===== src/rtl/bdense_seq.sv =====
// Sequential binarized dense layer: latches one input vector, then evaluates one
// XNOR-popcount-threshold neuron per clock and offers the result vector downstream.
module bdense_seq #(
   parameter int IWIDTH = 16,
   parameter int OWIDTH = 8,
   parameter int CW = $clog2(IWIDTH + 1),
   parameter logic [OWIDTH*IWIDTH-1:0] WEIGHTS = '0,
   parameter logic [OWIDTH*CW-1:0] THRESHS = {OWIDTH{CW'(IWIDTH / 2)}}
) (
   input  logic              clk,
   input  logic              rst_n,
   input  logic              in_valid,
   output logic              in_ready,
   input  logic [IWIDTH-1:0] vecX,
   output logic              out_valid,
   input  logic              out_ready,
   output logic [OWIDTH-1:0] vecO,
   output logic              busy
);
   localparam int NW = (OWIDTH > 1) ? $clog2(OWIDTH) : 1;
   localparam logic [NW-1:0] LAST = NW'(OWIDTH - 1);

   typedef enum logic [1:0] {IDLE, COMPUTE, DONE} stateT;

   stateT             state;
   stateT             stateNext;
   logic [IWIDTH-1:0] xReg;
   logic [NW-1:0]     neuronIdx;
   logic [OWIDTH-1:0] result;
   logic [IWIDTH-1:0] curRow;
   logic [CW-1:0]     curThr;
   logic [IWIDTH-1:0] agree;
   logic [CW-1:0]     popCnt;
   logic              neuronBit;

   // NOTE: flops take non-blocking assignments so every register samples pre-edge values.
   always_ff @(posedge clk or negedge rst_n) begin
      if (!rst_n) state <= IDLE;
      else        state <= stateNext;
   end

   // NOTE: the default up front covers every path, so no latch can be inferred.
   always_comb begin
      stateNext = state;
      case (state)
         IDLE:    if (in_valid) stateNext = COMPUTE;
         COMPUTE: if (neuronIdx == LAST) stateNext = DONE;
         DONE:    if (out_ready) stateNext = IDLE;
         default: stateNext = IDLE;
      endcase
   end

   // Pick the weight row and threshold of the neuron being evaluated this cycle.
   always_comb begin
      curRow = '0;
      curThr = '0;
      for (int i = 0; i < OWIDTH; i++) begin
         if (neuronIdx == NW'(i)) begin
            curRow = WEIGHTS[i*IWIDTH +: IWIDTH];
            curThr = THRESHS[i*CW +: CW];
         end
      end
   end

   always_comb begin
      agree  = ~(xReg ^ curRow);
      popCnt = '0;
      for (int b = 0; b < IWIDTH; b++) popCnt = popCnt + CW'(agree[b]);
      neuronBit = (popCnt >= curThr);
   end

   // NOTE: the data registers are reset as well, so an aborted vector leaves vecO at zero.
   always_ff @(posedge clk or negedge rst_n) begin
      if (!rst_n) begin
         xReg      <= '0;
         neuronIdx <= '0;
         result    <= '0;
      end else if (state == IDLE && in_valid) begin
         xReg      <= vecX;
         neuronIdx <= '0;
         result    <= '0;
      end else if (state == COMPUTE) begin
         for (int i = 0; i < OWIDTH; i++) begin
            if (neuronIdx == NW'(i)) result[i] <= neuronBit;
         end
         if (neuronIdx != LAST) neuronIdx <= neuronIdx + 1'b1;
      end
   end

   assign in_ready  = (state == IDLE);
   assign out_valid = (state == DONE);
   assign busy      = (state == COMPUTE);
   assign vecO      = result;
endmodule


===== config.mk =====
export PLATFORM = sky130hd
export DESIGN_NAME = bdense_seq
export DESIGN_NICKNAME = d
export VERILOG_FILES = /design/src/rtl/bdense_seq.sv
export SDC_FILE = /design/constraint.sdc
export NUM_CORES = 1
export LEC_CHECK = 0
export BUFFER_PORTS_ARGS = -buffer_cell sky130_fd_sc_hd__buf_2
export CAP_MARGIN = 20
export CORE_MARGIN = 5
export CORE_UTILIZATION = 49
export DETAILED_ROUTE_END_ITERATION = 8
export PLACE_DENSITY = 0.71
export SYNTH_ARGS = -nofsm -noshare
export SYNTH_HDL_FRONTEND = slang
export SYNTH_SLANG_ARGS = --single-unit

===== constraint.sdc =====
create_clock -name clk -period 4.8 [get_ports clk]
set_input_delay 1.2 -clock clk [delete_from_list [all_inputs] [get_ports clk]]
set_output_delay 1.2 -clock clk [all_outputs]
set_load 0.005 [all_outputs]

==> results.yml <==
run_status:
  status: "complete, no violations"
clock_tree:
  clock_tree.root_cell: "sky130_fd_sc_hd__clkbuf_4"
  clkLatencyLatePin_ns: 0.33
  ctsResizeCount: 0
  cts_hold_buf: 0
  cts.reportedPaths.clkPinSlew_ns: 0.09
  tritoncts_num_sinks: 29
  clock_tree.htree_level_count: 2
  cts_inserted_buffers: 5
  cts_buffer_depth: 2
  post_cts.repair.setup_buffers: 0
  cts_tree: "built"
placed_design:
  io_buffer_count: 30
  placed_instance_count: 213
  gp_routability_congestion: 0.7775
  hpwlAfterDp_um: 2374
sta:
  max-slew-margin-rel_pct: 57.49
  max_slew.worst_pin.slew_ns: 0.6377
  maxClockFrequency_ghz: 0.2249
  fin_hold_ws_ns: 0.5164
  setup-violations-final: 0
  fin_crit_ns: 4.447
  finalClockSkew_ns: 0.005595
  grt_setup_unrepaired: "no"
  finalHoldViolations: 0
  final.setup.tns_ns: 0
  slew_violations: 0
  final_min_period_over_clock_period_pct: 92.64
yosys:
  mappedNetlistNets: 185
  syn_area_per_cell_sq_um: 12.27
  synth_warnings: 0
  dominantRegCellSynth: "sky130_fd_sc_hd__dfrtp_1"
  synthDistinctLibCells: 29
  synth-async-reset-ratio_pct: 100.0
  synth-edff-count: 0
  synth_sequential_area_ratio_pct: 41.37
  gate_count_after_technology_mapping: 143
  post_synth_instance_area_sq_um: 1754
  postSynthRegisterBits: 29
critical_path:
  crit_path_end_kind: "flip-flop"
  critical_path.startpoint_type: "flip-flop"
  crit_fanout: 8
  critPathRequiredTime_ns: 5.04
  r2r_depth: 14
  critical_path_type: "flip-flop to flip-flop"
  cp_data_arrival_time_ns: 4.68
floorplanning:
  die_area_sq_um: 4876
  die_height_um: 69.83
  initial_utilization_pct: 51.75
  coreArea_sq_um: 3390
  die_width_um: 69.83
  core.rowCount: 21
  pin_count: 31
global_route:
  antenna_found_initial: 0
  global_route_wire_length_before_repair_um: 5464
  globalRoute.totalOverflow: 0
  largest_net_degree_at_the_start_of_global_routing: 30
  vias_in_the_first_global_route: 1246
  grt_util_all_layers_pct: 14.26
drt:
  drc: 0
  drtIter0Drc: 26
  drt-total-wl_um: 3160
  routed-via-count: 1135
  drtAntennaViolNets: 0
  routed_via_density: 5.113
  routedWlPerCell_um: 14.23
  firstDrtPassIters: 4
layout:
  layout_common_cells: "sky130_fd_sc_hd__buf_2 (30), sky130_fd_sc_hd__dfrtp_1 (29), sky130_fd_sc_hd__inv_1 (23)"
  layout_commonest_cell: "sky130_fd_sc_hd__buf_2"
  synthToLayoutAreaGrowth_pct: 13.12
  design.final.nets: 217
  diodes: 0
  filler_cell_count: 288
  fin_cells: 222
  layout-drive-gt1-share_pct: 30.68
min_path:
  hold_path_class: "flip-flop to flip-flop"
  hold_path_depth: 1
flow_run:
  max_cap_viol_count: 0
routing by layer:
metal  part of all wire (%)  global-route usage [%]  vias to the layer above  wire length, um
met4                    2.0                   8.298                        0               62
met3                    5.3                   4.348                        5              167
met1                     44                   16.74                      556             1387
met5                      0                       0                        -                0
met2                     49                   22.88                       23             1542
li1                       -                       -                      551                -
kinds of logic (layout without fill, tap and decap cells):
logic type,Yosys count,count (layout),synth area share (%)
flops,29,29,41.37
buf+inv,29,62,8.131
simple gates,23,23,9.130
fa+ha+maj,22,22,19.97
compound gates,22,22,7.560
mux,16,16,12.84
xor+xnor,2,2,0.9988
per-stage QoR:
step	instance area (sq um)	util, %	setup WS (ns)
final	1984	58.55	0.3535
after global routing	1984	58.55	0.1779
after global placement	1906	56.22	0.5729
after CTS	1957	57.73	0.3402
after floorplan	1754	-	0.6956
after detailed placement	1906	56.22	0.3444
path summary, 6_finish.rpt:
path	start	endpoint	slack (ns)
max reg2reg	xReg[0]	vecO[3]	0.35
min reg2reg	xReg[7]	xReg[7]	0.52
max in group asynchronous	rst_n	xReg[13]	3.51
min	xReg[7]	xReg[7]	0.52
min in group asynchronous	rst_n	neuronIdx[2]	0.88
max	xReg[0]	vecO[3]	0.35
area by class of cell:
type,instances,area [sq um],area share [%]
clock buffer,6,41.29,2.081
clock inverter,2,10.01,0.5044
inverter,23,86.33,4.351
multi-input combinational,85,885.9,44.64
sequential,29,725.7,36.57
tap,46,57.56,2.900
timing repair buffer,31,177.7,8.953
critical path, stage by stage, from the launching register on:
cell                       delay [ns]
sky130_fd_sc_hd__dfrtp_1         0.41
sky130_fd_sc_hd__fa_1            0.54
sky130_fd_sc_hd__inv_1           0.05
sky130_fd_sc_hd__fa_1            0.41
sky130_fd_sc_hd__fa_1            0.51
sky130_fd_sc_hd__inv_1           0.05
sky130_fd_sc_hd__fa_1            0.58
sky130_fd_sc_hd__inv_1           0.06
sky130_fd_sc_hd__ha_1            0.29
sky130_fd_sc_hd__a21o_1          0.18
sky130_fd_sc_hd__a21oi_1         0.20
sky130_fd_sc_hd__xor2_1          0.10
sky130_fd_sc_hd__ha_1            0.30
sky130_fd_sc_hd__nand4b_1        0.29
sky130_fd_sc_hd__a311oi_1        0.37
cells in the mapped netlist (3+ instances only):
cell                       instances  share of area (%)
sky130_fd_sc_hd__and4b_1           3                1.7
sky130_fd_sc_hd__inv_1            23                4.9
sky130_fd_sc_hd__mux2_4           12                 10
sky130_fd_sc_hd__mux2_2            4                2.6
sky130_fd_sc_hd__and2_1            3                1.1
sky130_fd_sc_hd__nand2_1           3               0.64
sky130_fd_sc_hd__a31oi_1           6                2.1
sky130_fd_sc_hd__ha_1             12                8.6
sky130_fd_sc_hd__o21ai_0           7                2.0
sky130_fd_sc_hd__fa_1             10                 11
sky130_fd_sc_hd__dfrtp_1          29                 41
sky130_fd_sc_hd__nor4bb_1          3                1.7
sky130_fd_sc_hd__a21oi_1           3               0.86
sequential cells by signal, indices dropped and copies added (netlist names):
| register | flops |
|---|---|
| neuronIdx | 3 |
| state | 2 |
| vecO | 8 |
| xReg | 16 |
Power is not shown: default switching activity piles up to over one toggle a cycle in this logic, so the estimate is an artifact.
